--- config.mk ---
export PLATFORM = sky130hd
export DESIGN_NAME = pdm_modulator
export DESIGN_NICKNAME = d
export VERILOG_FILES = /design/src/rtl/pdm_modulator.sv
export SDC_FILE = /design/constraint.sdc
export NUM_CORES = 1
export LEC_CHECK = 0
export ABC_AREA = 1
export CAP_MARGIN = 10
export CORE_AREA = 2 2 118 120
export CTS_BUF_LIST = sky130_fd_sc_hd__clkbuf_16
export CTS_CLUSTER_DIAMETER = 60
export DETAILED_ROUTE_END_ITERATION = 10
export DIE_AREA = 0 0 120 122
export PLACE_DENSITY = 0.84
export SLEW_MARGIN = 5
export SYNTH_ARGS = -nofsm -noshare
export SYNTH_HDL_FRONTEND = slang
export SYNTH_SLANG_ARGS = --single-unit
--- constraint.sdc ---
create_clock -name wb_clk_i -period 9.3 [get_ports wb_clk_i]
set_input_delay 1.395 -clock wb_clk_i [delete_from_list [all_inputs] [get_ports wb_clk_i]]
set_output_delay 1.395 -clock wb_clk_i [all_outputs]
set_load 0.01 [all_outputs]
--- src/rtl/pdm_modulator.sv ---
// pdm_modulator: PCM-to-PDM transmitter, 2-entry sample buffer feeding a 2nd-order saturating sigma-delta loop.
// Optional feature macro: PDM_MOD_DITHER_EN adds +/-1 LSB LFSR dither to the loop input.
module pdm_modulator #(
    parameter int DATA_W     = 16,
    parameter int ACC1_W     = 20,
    parameter int ACC2_W     = 24,
    parameter int MUTE_TICKS = 64
) (
    input  logic              wb_clk_i,
    input  logic              wb_rst_ni,
    input  logic              en_i,
    input  logic              mclear,
    input  logic              ce_pdm,
    input  logic              ce_pcm,
    input  logic [DATA_W-1:0] pcm_data_i,
    input  logic              pcm_valid_i,
    output logic              pcm_ready_o,
    output logic              pdm_data_o,
    output logic              busy_o,
    output logic              underrun_o,
    output logic              sat_o,
    output logic [1:0]        dbg_state_o
);

    typedef enum logic [1:0] {
        ST_IDLE = 2'd0,
        ST_RUN  = 2'd1,
        ST_MUTE = 2'd2
    } state_t;

    localparam int CNT_W = $clog2(MUTE_TICKS + 1);
    localparam int S1_W  = ACC1_W + 2;
    localparam int S2_W  = ACC2_W + 2;

    localparam logic signed [S1_W-1:0] I1_MAX  = {3'b000, {(ACC1_W-1){1'b1}}};
    localparam logic signed [S1_W-1:0] I1_MIN  = {3'b111, {(ACC1_W-1){1'b0}}};
    localparam logic signed [S2_W-1:0] I2_MAX  = {3'b000, {(ACC2_W-1){1'b1}}};
    localparam logic signed [S2_W-1:0] I2_MIN  = {3'b111, {(ACC2_W-1){1'b0}}};
    localparam logic signed [S1_W-1:0] FB1_POS = {{(S1_W-DATA_W){1'b0}}, 1'b1, {(DATA_W-1){1'b0}}};
    localparam logic signed [S1_W-1:0] FB1_NEG = {{(S1_W-DATA_W+1){1'b1}}, {(DATA_W-1){1'b0}}};
    localparam logic signed [S2_W-1:0] FB2_POS = {{(S2_W-DATA_W){1'b0}}, 1'b1, {(DATA_W-1){1'b0}}};
    localparam logic signed [S2_W-1:0] FB2_NEG = {{(S2_W-DATA_W+1){1'b1}}, {(DATA_W-1){1'b0}}};

    state_t                    state_q, state_d;
    logic [DATA_W-1:0]         mem_q [2];
    logic [DATA_W-1:0]         mem_d [2];
    logic                      wr_ptr_q, wr_ptr_d;
    logic                      rd_ptr_q, rd_ptr_d;
    logic [1:0]                count_q, count_d;
    logic                      ready_q, ready_d;
    logic signed [DATA_W-1:0]  x_cur_q, x_cur_d;
    logic signed [ACC1_W-1:0]  i1_q, i1_d;
    logic signed [ACC2_W-1:0]  i2_q, i2_d;
    logic                      pdm_q, pdm_d;
    logic                      und_q, und_d;
    logic                      sat_q, sat_d;
    logic [CNT_W-1:0]          cnt_q, cnt_d;

    logic                      push, pop;
    logic signed [DATA_W:0]    xin;
    logic signed [S1_W-1:0]    fb1, sum1;
    logic signed [S2_W-1:0]    fb2, sum2;
    logic signed [ACC1_W-1:0]  i1_new;
    logic signed [ACC2_W-1:0]  i2_new;
    logic                      clamp1, clamp2;

`ifdef PDM_MOD_DITHER_EN
    logic [15:0]               lfsr_q, lfsr_d;
    localparam logic [15:0]    LFSR_SEED = 16'hACE1;
`endif

    // Loop datapath: feedback is the previous output bit, integrator 2 sees the already-clamped i1.
    always_comb begin
        xin = (state_q == ST_RUN) ? {x_cur_q[DATA_W-1], x_cur_q} : '0;
`ifdef PDM_MOD_DITHER_EN
        xin = xin + {{DATA_W{lfsr_q[0]}}, 1'b1};
`endif
        fb1 = pdm_q ? FB1_POS : FB1_NEG;
        fb2 = pdm_q ? FB2_POS : FB2_NEG;
        sum1 = {{2{i1_q[ACC1_W-1]}}, i1_q} + {{(S1_W-DATA_W-1){xin[DATA_W]}}, xin} - fb1;
        i1_new = sum1[ACC1_W-1:0];
        clamp1 = 1'b0;
        if (sum1 > I1_MAX) begin
            i1_new = I1_MAX[ACC1_W-1:0];
            clamp1 = 1'b1;
        end else if (sum1 < I1_MIN) begin
            i1_new = I1_MIN[ACC1_W-1:0];
            clamp1 = 1'b1;
        end
        sum2 = {{2{i2_q[ACC2_W-1]}}, i2_q} + {{(S2_W-ACC1_W){i1_new[ACC1_W-1]}}, i1_new} - fb2;
        i2_new = sum2[ACC2_W-1:0];
        clamp2 = 1'b0;
        if (sum2 > I2_MAX) begin
            i2_new = I2_MAX[ACC2_W-1:0];
            clamp2 = 1'b1;
        end else if (sum2 < I2_MIN) begin
            i2_new = I2_MIN[ACC2_W-1:0];
            clamp2 = 1'b1;
        end
    end

    // Handshake: a sample transfers on a cycle where pcm_valid_i and pcm_ready_o are both high;
    // pcm_ready_o depends only on registered occupancy, never combinationally on pcm_valid_i.
    always_comb begin
        state_d  = state_q;
        mem_d    = mem_q;
        wr_ptr_d = wr_ptr_q;
        rd_ptr_d = rd_ptr_q;
        count_d  = count_q;
        x_cur_d  = x_cur_q;
        i1_d     = i1_q;
        i2_d     = i2_q;
        pdm_d    = pdm_q;
        und_d    = und_q;
        sat_d    = sat_q;
        cnt_d    = cnt_q;
`ifdef PDM_MOD_DITHER_EN
        lfsr_d   = ce_pdm ? ({1'b0, lfsr_q[15:1]} ^ (lfsr_q[0] ? 16'hB400 : 16'h0000)) : lfsr_q;
`endif

        push = pcm_valid_i & ready_q & ~mclear;
        pop  = ce_pcm & (state_q == ST_RUN) & (count_q != 2'd0);

        if (ce_pcm && (state_q == ST_RUN) && (count_q == 2'd0)) und_d = 1'b1;
        if (pop) begin
            x_cur_d  = mem_q[rd_ptr_q];
            rd_ptr_d = ~rd_ptr_q;
        end
        if (push) begin
            mem_d[wr_ptr_q] = pcm_data_i;
            wr_ptr_d        = ~wr_ptr_q;
        end
        count_d = count_q + {1'b0, push} - {1'b0, pop};

        if (ce_pdm) begin
            if (state_q == ST_IDLE) begin
                pdm_d = ~pdm_q;
            end else begin
                i1_d  = i1_new;
                i2_d  = i2_new;
                pdm_d = ~i2_new[ACC2_W-1];
                if (clamp1 || clamp2) sat_d = 1'b1;
            end
        end

        unique case (state_q)
            ST_IDLE: begin
                i1_d = '0;
                i2_d = '0;
                if (en_i) state_d = ST_RUN;
            end
            ST_RUN: begin
                if (!en_i) begin
                    state_d = ST_MUTE;
                    cnt_d   = CNT_W'(MUTE_TICKS);
                end
            end
            ST_MUTE: begin
                if (en_i) begin
                    state_d = ST_RUN;
                end else if (ce_pdm) begin
                    cnt_d = cnt_q - CNT_W'(1);
                    if (cnt_q == CNT_W'(1)) begin
                        state_d = ST_IDLE;
                        i1_d    = '0;
                        i2_d    = '0;
                    end
                end
            end
            default: state_d = ST_IDLE;
        endcase

        if (mclear) begin
            state_d  = ST_IDLE;
            wr_ptr_d = 1'b0;
            rd_ptr_d = 1'b0;
            count_d  = 2'd0;
            x_cur_d  = '0;
            i1_d     = '0;
            i2_d     = '0;
            pdm_d    = 1'b0;
            und_d    = 1'b0;
            sat_d    = 1'b0;
            cnt_d    = '0;
`ifdef PDM_MOD_DITHER_EN
            lfsr_d   = LFSR_SEED;
`endif
        end
        ready_d = (count_d != 2'd2);
    end

    always_ff @(posedge wb_clk_i or negedge wb_rst_ni) begin
        if (!wb_rst_ni) begin
            state_q  <= ST_IDLE;
            mem_q    <= '{default: '0};
            wr_ptr_q <= 1'b0;
            rd_ptr_q <= 1'b0;
            count_q  <= 2'd0;
            ready_q  <= 1'b1;
            x_cur_q  <= '0;
            i1_q     <= '0;
            i2_q     <= '0;
            pdm_q    <= 1'b0;
            und_q    <= 1'b0;
            sat_q    <= 1'b0;
            cnt_q    <= '0;
`ifdef PDM_MOD_DITHER_EN
            lfsr_q   <= LFSR_SEED;
`endif
        end else begin
            state_q  <= state_d;
            mem_q    <= mem_d;
            wr_ptr_q <= wr_ptr_d;
            rd_ptr_q <= rd_ptr_d;
            count_q  <= count_d;
            ready_q  <= ready_d;
            x_cur_q  <= x_cur_d;
            i1_q     <= i1_d;
            i2_q     <= i2_d;
            pdm_q    <= pdm_d;
            und_q    <= und_d;
            sat_q    <= sat_d;
            cnt_q    <= cnt_d;
`ifdef PDM_MOD_DITHER_EN
            lfsr_q   <= lfsr_d;
`endif
        end
    end

    assign pcm_ready_o = ready_q;
    assign pdm_data_o  = pdm_q;
    assign busy_o      = (state_q != ST_IDLE);
    assign underrun_o  = und_q;
    assign sat_o       = sat_q;
    assign dbg_state_o = state_q;

endmodule

==> summary.txt <==
Synth
  – Mean cell area of the mapped netlist: 7.39 sq um
  – Cell types with the largest area share after synthesis: sky130_fd_sc_hd__dfrtp_1 33%, sky130_fd_sc_hd__nand2_1 12%, sky130_fd_sc_hd__ha_1 9.3%, sky130_fd_sc_hd__inv_1 5.9%, sky130_fd_sc_hd__o21ai_0 5.3%
  – Unique cell type count in the Yosys netlist: 53
  – Synthesized area: 8300 sq um
  – Flops & latches, synth: roughly 110
  – Portion of the post-synthesis area used by sequential elements: approximately 33%
  – Most repeated cell in the gate-level netlist after synthesis: sky130_fd_sc_hd__nand2_1
  – Share of Yosys cell area claimed by the top area cell type: about 33%
  – Most common flop cell mapped by yosys: sky130_fd_sc_hd__dfrtp_1
  – Most common library cells after synthesis: 258 x sky130_fd_sc_hd__nand2_1, 131 x sky130_fd_sc_hd__inv_1, 108 x sky130_fd_sc_hd__dfrtp_1, 88 x sky130_fd_sc_hd__o21ai_0, 84 x sky130_fd_sc_hd__a21oi_1
  – Area leader, netlist: sky130_fd_sc_hd__dfrtp_1
  – Yosys warnings: 0
  – Synthesized instance count: 1,124
  – Proportion of synthesized flip-flops having asynchronous set or reset: between 90% and 100%
  – Synthesized net count: between 1,000 and 1,500
  – EDFF count, synth: 0

Clock network
  – Worst-case clock buffer depth: 2
  – CTS H-Tree Depth: 3
  – Number of buffers inserted during clock tree synthesis: 9
  – CTS Root Cell: sky130_fd_sc_hd__clkbuf_16
  – CTS tree: built
  – Clock latency of the later-clocked register in the worst-skew pair: about 0.37 ns
  – Number of sinks driven by the clock tree: between 100 and 150
  – Clock transition at path regs: about 0.08 ns
  – Hold-fix buffers, CTS: 0

Worst setup path
  – Longest individual stage delay on the worst path: approximately 0.46 ns
  – Combined buffer and inverter count along the critical path: 5
  – Sort of element at the start of the critical path: register
  – WP data required: ~9.6 ns
  – Critical Path Sink Type: register
  – Arrival time of data at the critical path endpoint: approximately 8.8 ns
  – Category of the most critical setup path: reg2reg
  – Critical path fanouts, max: 23
  – Worst reg2reg startpoint: dbg_state_o[1]
  – Reg2Reg Setup Slack: 0.82 ns
  – CP max-delay cell: sky130_fd_sc_hd__dfrtp_1
  – Most used cell along the critical path: sky130_fd_sc_hd__nand2_1
  – Top Family by Delay on Critical Path: simple AND/OR/NAND/NOR gates
  – Worst reg2reg endpoint: i2_q[16]
  – Reg2reg path depth: 54

GRT
  – First-pass GRT wire length: approximately 33,000 um
  – Largest net degree at the start of global routing: 64
  – Antenna violations before repair: 0
  – Number of global-route vias before repair: approximately 7,200
  – Global router's overall resource usage: ~28%
  – GR Overflow Total: 0

Placed design
  – Count of port buffers added during placement: 29
  – Routability cong.: slightly below 1
  – Post-detailed-placement half-perimeter wirelength: between 10,000 and 15,000 um

Floorplan
  – Core area: about 14,000 sq um
  – Row Count: 43
  – Full die area: around 15,000 sq um
  – Die Width: approximately 120 um
  – Top-Level Pins: 30
  – Initial cell density of the core: approximately 61%
  – Die Ht: 122 um

Timing
  – Sum of negative setup slack: 0 ns
  – Crit path time final: 8.48 ns
  – Final max-slew violation count: 0
  – Final worst path period share: between 90 and 100%
  – Final hold violation count: 0
  – RSZ-0062 raised after global routing: false
  – Number of setup violations in the final report: 0
  – Measured slew at the worst slew-check pin: around 1.0 ns
  – Clock Skews: 0.00997 ns
  – Maximum operating frequency: ~120 MHz
  – Worst slew margin relative to its limit: approximately 30%

Min path
  – Cell depth of the worst hold path: 2
  – End of the worst hold path: mem_q[20]
  – Hold path startpoint: mem_q[20]
  – Kind of path behind the tightest hold check: reg2reg

Power
  – Comb pwr share: ~55%
  – Max rail drop VDD: between 0.15 and 0.2 mV
  – Total net switching power: around 0.0011 W
  – Power per unit of standard cell area: roughly 250 nW/um^2
  – Reg power frac: 27.3%
  – Leakage Power: about 4.8 nW
  – Final Total Pwr: ~0.0022 W
  – Share of power burned in the clock network: between 10% and 20%
  – Internal power contribution: 0.00118 W
  – Switching Share: 47.1%

Flow run
  – Number of violations of the max-capacitance limit: 0

Routing
  – Iteration-0 DRC Markers: ~440
  – Overall routed net length: just under 20,000 um
  – Total DRC errors in the routed layout: 0
  – First drt pass iteration count: 5
  – Routed wire length per instance: approximately 15 um
  – Number of routed nets with antenna violations: 0
  – Via count: around 7,500
  – Via density per instance: between 5 and 6

Finish
  – Area growth from synthesis to layout: 8.74%
  – Net count reported at finish: around 1,200
  – ANT cells: 0
  – Share of layout cells above drive strength 1: between 10 and 15%

Run status
  – Outcome: finished, final reports clean
-- power groups by stage --
| stage | Combinational [W] | Clock [W] | Sequential, W |
|---|---|---|---|
| CTS | 0.00119 | 0.000403 | 0.000607 |
| finish | 0.00122 | 0.000400 | 0.000608 |
| detailed placement | 0.00118 | 0 | 0.000615 |
| global route | 0.00138 | 0.000420 | 0.000619 |
| global placement | 0.00115 | 0 | 0.000611 |
| floorplan | 0.000935 | 0 | 0.000601 |
-- cells by family after synthesis --
kind of cell               Yosys count  synth area share, %
DFF                                109                 32.9
xor gates and xnor gates            50                 5.27
AOI/OAI and AO/OA                  236                 16.6
buffers and inverters              176                 8.65
adders and majority gates           66                 10.3
and+or+nand+nor                    487                 26.3
-- what timing repair did --
item | 4_1_cts | 5_1_grt
setup endpoints to repair | 0 | 26
resized for setup | 0 | 11
setup buffers | 0 | 1
-- worst max-delay path by stage --
| stage | cells past startpoint | end | from |
|---|---|---|---|
| 2_1_floorplan | 52 | i2_q[19] | dbg_state_o[0] |
| 3_3_place_gp | 50 | i2_q[19] | dbg_state_o[1] |
| 3_5_place_dp | 50 | i2_q[4] | dbg_state_o[1] |
| 4_1_cts | 50 | i2_q[19] | dbg_state_o[1] |
| 5_1_grt | 53 | i2_q[16] | dbg_state_o[1] |
| 6_report | 54 | i2_q[16] | dbg_state_o[1] |
-- state kept, by name, indices dropped and copies added, names as in the netlist --
register,flops
mem_q,32
i2_q,24
i1_q,20
x_cur_q,16
cnt_q,7
count_q,2
dbg_state_o,2
pcm_ready_o,1
pdm_data_o,1
rd_ptr_q,1
sat_o,1
underrun_o,1
wr_ptr_q,1
-- worst reg2reg max path, delay by kind of cell, from the launching register on --
| family | cells | cell delay [ns] |
|---|---|---|
| buf+inv | 5 | 0.65 |
| flops | 1 | 0.46 |
| fa+ha+maj | 5 | 1.59 |
| simple gates | 32 | 3.82 |
| xor+xnor | 2 | 0.31 |
| compound gates | 10 | 1.60 |
-- layer usage --
layer,track usage [%],wire length (um),vias up
met2,48.3,9570,223
met3,4.68,966,32
li1,-,-,3709
met5,0,0,-
met4,8.24,350,0
met1,36.3,8880,3502
-- final cells by class --
type / count / area, sq um
multi-input cells: 839 / 4890
fillers: 1108 / 4470
flip-flops and latches: 109 / 2730
inverters: 137 / 514
repair buffers: 40 / 369
clock buffers: 9 / 225
well taps: 180 / 225
clock inverters: 7 / 75.1
-- layout by cell type, fill, tap and decap left out, types with 5 or more instances in the layout --
master / count
sky130_fd_sc_hd__nand3_1: 51
sky130_fd_sc_hd__nand3_2: 13
sky130_fd_sc_hd__or2_2: 27
sky130_fd_sc_hd__buf_4: 11
sky130_fd_sc_hd__nand2_1: 258
sky130_fd_sc_hd__nor2_1: 80
sky130_fd_sc_hd__o21ai_0: 87
sky130_fd_sc_hd__o2111ai_1: 9
sky130_fd_sc_hd__nor3_1: 10
sky130_fd_sc_hd__dfrtp_1: 108
sky130_fd_sc_hd__a31oi_1: 8
sky130_fd_sc_hd__a311oi_1: 7
sky130_fd_sc_hd__inv_1: 130
sky130_fd_sc_hd__clkbuf_16: 9
sky130_fd_sc_hd__ha_1: 62
sky130_fd_sc_hd__a21oi_1: 84
sky130_fd_sc_hd__xnor2_1: 14
sky130_fd_sc_hd__clkdlybuf4s50_1: 27
sky130_fd_sc_hd__xor2_1: 36
sky130_fd_sc_hd__o21bai_1: 8
sky130_fd_sc_hd__inv_2: 5
sky130_fd_sc_hd__o211a_1: 7
sky130_fd_sc_hd__nand4_1: 6
sky130_fd_sc_hd__o21ai_1: 5
sky130_fd_sc_hd__nand2_2: 26
-- metrics by stage --
stage               utilization (%)  std cells  cell area (sq um)  hold slack, ns  setup slack [ns]
floorplan                         -       1124               8300           0.445              1.51
detailed placement             64.3       1304               8680           0.466             0.278
CTS                            66.5       1320               8980           0.487             0.238
global route                   66.9       1321               9030           0.523            0.0118
global placement               64.3       1304               8680           0.458             0.594
finish                         66.9       1321               9030           0.484             0.822
Note: power is estimated with default switching activity, not from simulation.
==> RTL change 1: new RTL, same flow settings <==
`i1_q` and `i2_q` no longer have a reset.
--- a/src/rtl/pdm_modulator.sv
+++ b/src/rtl/pdm_modulator.sv
@@ -198,8 +198,6 @@
             count_q  <= 2'd0;
             ready_q  <= 1'b1;
             x_cur_q  <= '0;
-            i1_q     <= '0;
-            i2_q     <= '0;
             pdm_q    <= 1'b0;
             und_q    <= 1'b0;
             sat_q    <= 1'b0;
@@ -215,8 +213,6 @@
             count_q  <= count_d;
             ready_q  <= ready_d;
             x_cur_q  <= x_cur_d;
-            i1_q     <= i1_d;
-            i2_q     <= i2_d;
             pdm_q    <= pdm_d;
             und_q    <= und_d;
             sat_q    <= sat_d;
@@ -225,6 +221,11 @@
             lfsr_q   <= lfsr_d;
 `endif
         end
+    end
+
+    always_ff @(posedge wb_clk_i) begin
+        i1_q <= i1_d;
+        i2_q <= i2_d;
     end
 
     assign pcm_ready_o = ready_q;
Function: no difference found for any inputs over 4 cycles, from zero or initial values and one cycle with wb_rst_ni low; that may be too few to reach the edited logic, so the function may still have changed.
==> RTL change 1 against the unedited design <==
Routed wire length is 10% lower. Synthesized cell count is 6.7% lower. Die area stayed put. Sequential share of layout area is 1.2 points lower. Synthesized area is 6.0% lower. Setup slack better by 110 ps. Combinational power is 49% lower. Sequential cell count stayed put. Design area is 4.1% lower. Clock power is 4% lower. Total power is 29% lower. Critical path type unchanged. Global-route usage is 2.6 points lower. Sequential power is 6.4% lower. Critical path depth is 5 higher.
==> RTL change 1: results (changes against the unedited design) <==
The run finished with clean final reports. Depth of the worst register-to-register path: 59 (was 54). The worst supply voltage drop on vdd is 0.143 mV (was 0.184 mV).

The capture instance of the worst register-to-register path was i2_q[4] (was i2_q[16]). The tools report the number of filler instances in the final layout as 1128 (was 1108). Number of multi-input combinational cells: 779 (was 839). For the footprint of the multi-input gates, the log shows 4690 um^2 (was 4890 um^2). Largest cells by area after synthesis: sky130_fd_sc_hd__dfrtp_1 21%, sky130_fd_sc_hd__dfxtp_1 11%, sky130_fd_sc_hd__nand2_1 10% (was sky130_fd_sc_hd__dfrtp_1 33%, sky130_fd_sc_hd__nand2_1 12%, sky130_fd_sc_hd__ha_1 9.3%).

The logs give 2.48% (was 4.68%) for the met3 usage and 0.902 (was 0.973) for the final weighted congestion of routability-driven global placement. For the met2 layer usage reported by global route, the log shows 42.7% (was 48.3%). The sequential area share after synthesis was 32.1% (was 32.9%). The tools report the routed via count as 6997 (was 7466). The proportion of layout cells with a drive suffix above 1 was 11.2% (was 10.2%). The length of routed met3 wiring was 726 um (was 966 um); the post-synthesis share of cell area spent on xor and xnor gates was 5.05% (was 5.27%).

The run gives 34.2% (was 36.3%) as the met1 track utilization from global routing. The number of DRC markers after the initial detailed-route iteration was 454 (was 441); the number of standard cells after synthesis was 1049 (was 1124). The worst reg-to-reg setup slack is 930 ps (was 820 ps). The tools report the placed wire-length estimate after detailed placement as 12.7 mm (was 13.7 mm).

The sum of met2 wire segment lengths after detailed routing came out at 8.38 mm (was 9.57 mm). The tools report the instance area at placement as 8220 um^2 (was 8680 um^2). The worst hold margin was 480 ps (was 484 ps). The number of unique standard cell types used by synthesis came out at 52 (was 53).
-- RTL change 1: power groups by stage --
| stage | combinational, mW | sequential [mW] | clock [mW] |
|---|---|---|---|
| floorplan | 0.447 | 0.568 | 0 |
| global placement | 0.563 | 0.575 | 0 |
| detailed placement | 0.575 | 0.578 | 0 |
| CTS | 0.580 | 0.568 | 0.389 |
| global route | 0.705 | 0.577 | 0.404 |
| finish | 0.627 | 0.569 | 0.385 |
-- RTL change 1: how the worst max path moves through the flow --
stage / start / endpoint / slack (ps)
detailed placement: dbg_state_o[0] / i2_q[18] / 210
global route: dbg_state_o[1] / i2_q[4] / -8
floorplan: dbg_state_o[0] / i2_q[18] / 1790
finish: dbg_state_o[1] / i2_q[4] / 930
CTS: dbg_state_o[0] / i2_q[18] / 170
global placement: dbg_state_o[0] / i2_q[18] / 540
==> RTL change 2: new RTL, config.mk and constraints unchanged <==
Made on the original files. `MUTE_TICKS`: 64 -> 32.
--- a/src/rtl/pdm_modulator.sv
+++ b/src/rtl/pdm_modulator.sv
@@ -4,7 +4,7 @@
     parameter int DATA_W     = 16,
     parameter int ACC1_W     = 20,
     parameter int ACC2_W     = 24,
-    parameter int MUTE_TICKS = 64
+    parameter int MUTE_TICKS = 32
 ) (
     input  logic              wb_clk_i,
     input  logic              wb_rst_ni,
Behaviour: no difference found for any inputs over 4 cycles, from zero or initial values and one cycle with wb_rst_ni low; that may be too few to reach the edited logic, so the function may still have changed.
==> RTL change 2 against the unedited design <==
Combinational power is 13% higher. Total power is 7.4% higher. Utilization hardly changed. Setup slack worse by 120 ps. Largest power group unchanged. Sequential cell count is 1 lower. Design area hardly changed. Count of clock-buffer cells in the layout stayed put. Synthesized area is 0.71% higher. Routed wire length is 2.1% lower. Clock skew is 1.0 ps lower. Clock power is 2% higher.
==> RTL change 2: results (changes against the unedited design) <==
Post-synth top cells: 277 x sky130_fd_sc_hd__nand2_1, 125 x sky130_fd_sc_hd__inv_1, 107 x sky130_fd_sc_hd__dfrtp_1, 81 x sky130_fd_sc_hd__a21oi_1, 79 x sky130_fd_sc_hd__o21ai_0 (was 258 x sky130_fd_sc_hd__nand2_1, 131 x sky130_fd_sc_hd__inv_1, 108 x sky130_fd_sc_hd__dfrtp_1, 88 x sky130_fd_sc_hd__o21ai_0, 84 x sky130_fd_sc_hd__a21oi_1). The slowest cell on the critical path was sky130_fd_sc_hd__dfrtp_1 (unchanged). The run gives 13.8 mm (was 13.7 mm) as the placed wire-length estimate after detailed placement. Largest cells by area after synthesis: sky130_fd_sc_hd__dfrtp_1 32%, sky130_fd_sc_hd__nand2_1 12%, sky130_fd_sc_hd__ha_1 9.3% (was sky130_fd_sc_hd__dfrtp_1 33%, sky130_fd_sc_hd__nand2_1 12%, sky130_fd_sc_hd__ha_1 9.3%).

The clock tree root driver cell was sky130_fd_sc_hd__clkbuf_16 (unchanged). The worst reg-to-reg setup slack came out at 710 ps (was 820 ps). The final routed wirelength across all metal layers was 19.4 mm (was 19.8 mm); the worst supply voltage drop on vdd was 0.177 mV (was 0.184 mV).

The top fanout value on the critical path was 21 (was 23); the largest stage delay on the critical path was 420 ps (was 460 ps). The final weighted congestion of routability-driven global placement is 0.948 (was 0.973), and the overall fraction of global-route tracks in use is 27.2% (was 28.0%). Number of detailed-route iterations in the first pass: 5 (unchanged).

The run gives 1216 (was 1213) as the net count after synthesis. The first-pass GRT wire length was 32.4 mm (was 33.1 mm); the headroom to the max-slew limit was 30.7% (was 30.0%). The share of total power consumed by net switching came out at 47.7% (was 47.1%). The tools report the capture endpoint of the worst hold path as mem_q[22] (was mem_q[20]). The run gives 0 (unchanged) as the initial antenna violation count. The logs give 8850 ps (was 8780 ps) for the data arrival time of the critical path and 6978 (was 7210) for the number of global-route vias before repair. For the H-tree depth, the log shows 3 (unchanged). The total leakage power was 4.84 nW (was 4.79 nW).

The kind of start point of the critical path was a register (unchanged). For the number of DRC markers after the initial detailed-route iteration, the log shows 518 (was 441). The per-cell via count in the routed design is 5.63 (was 5.65), and the worst hold path cell count is 2 (unchanged). The clock-pin slew on the worst setup and hold paths came out at 80 ps (about the same). The number of unique standard cell types used by synthesis is 52 (was 53). For the worst setup skew after layout, the log shows 8.93 ps (was 9.97 ps). The run gives 8680 um^2 (about the same) as the instance area at placement. The flow ran to the end, and the final reports show no timing, DRC or antenna violations.

The depth of the worst register-to-register path came out at 51 (was 54). The cell family with the largest share of critical-path delay is compound AO/OA/AOI/OAI gates (was simple AND/OR/NAND/NOR gates). Sequential area share after synthesis: 32.3% (was 32.9%). The proportion of layout cells with a drive suffix above 1 came out at 10.5% (was 10.2%). The startpoint of the lowest-slack hold path is mem_q[22] (was mem_q[20]). For the maximum number of pins on one net before global-route repair, the log shows 66 (was 64).
==> RTL change 2: cell types whose count changed after synthesis, sizes merged, moves of 2 or more <==
cell,unedited run,this run
a211oi,1,3
a21oi,87,83
and2,2,0
buf,17,20
inv,134,139
nand2,287,298
nor2,84,69
o21ai,94,92
o21bai,9,13
xor2,36,38
==> RTL change 2: how the worst max path moves through the flow <==
stage               endpoint  slack [ps]  cells after the start
floorplan           i2_q[19]        1990                     50
global placement    i2_q[16]         840                     50
detailed placement  i2_q[16]         490                     50
CTS                 i2_q[16]         440                     50
global route        i2_q[16]          10                     53
finish              i2_q[16]         710                     51
==> RTL change 2: power groups by stage <==
stage | Clock (mW) | Sequential [mW] | Combinational [mW]
after floorplan | 0 | 0.603 | 1.07
after global placement | 0 | 0.615 | 1.29
after detailed placement | 0 | 0.617 | 1.31
after CTS | 0.413 | 0.610 | 1.33
after global routing | 0.430 | 0.621 | 1.54
final | 0.408 | 0.611 | 1.38
==> RTL change 2: stage by stage <==
step / setup WS (ps) / std cells / hold slack [ps] / util [%] / power (mW)
2_1_floorplan: 1990 / 1127 / 445 / - / 1.68
3_5_place_dp: 492 / 1300 / 467 / 64.3 / 1.93
5_1_grt: 12.9 / 1319 / 503 / 66.8 / 2.59
6_report: 706 / 1319 / 480 / 66.8 / 2.40
3_3_place_gp: 841 / 1300 / 459 / 64.3 / 1.90
4_1_cts: 440 / 1316 / 486 / 66.5 / 2.35
==> RTL change 2: tightest hold or removal path, delay by kind of cell, from the launching register on <==
| kind | cells | cell delay (ps) |
|---|---|---|
| DFF | 1 | 340 |
| AOI/OAI and AO/OA | 1 | 60 |
| and+or+nand+nor | 1 | 50 |
==> RTL change 2: layout make-up <==
class                   count  area (um^2)
fillers                  1167         4480
clock buffers               9          225
inverters                 142          533
repair buffers             36          335
clock inverters             7         80.1
flip-flops and latches    108         2700
multi-input cells         837         4920
well taps                 180          225
==> RTL change 2: timing repair <==
action | 4_1_cts | 5_1_grt
gates resized for setup | 0 | 2
endpoints found under the setup margin | 0 | 23
buffers inserted | 0 | 2
==> RTL change 2: layer usage <==
| layer | vias to the layer above | GRT usage [%] | wire length (um) |
|---|---|---|---|
| li1 | 3722 | - | - |
| met1 | 3463 | 36.5 | 8900 |
| met2 | 218 | 45.6 | 9070 |
| met3 | 28 | 4.87 | 1100 |
| met4 | 0 | 7.28 | 295 |
| met5 | - | 0 | 0 |
==> RTL change 2: kinds of logic after synthesis <==
kind of cell | Yosys count | share of synthesized area (%)
AO/OA/AOI/OAI | 233 | 16.3
XOR/XNOR | 51 | 5.34
adder cells (fa/ha/maj) | 66 | 10.2
buffers and inverters | 183 | 9.11
flip-flops | 108 | 32.3
AND/OR/NAND/NOR | 486 | 26.7
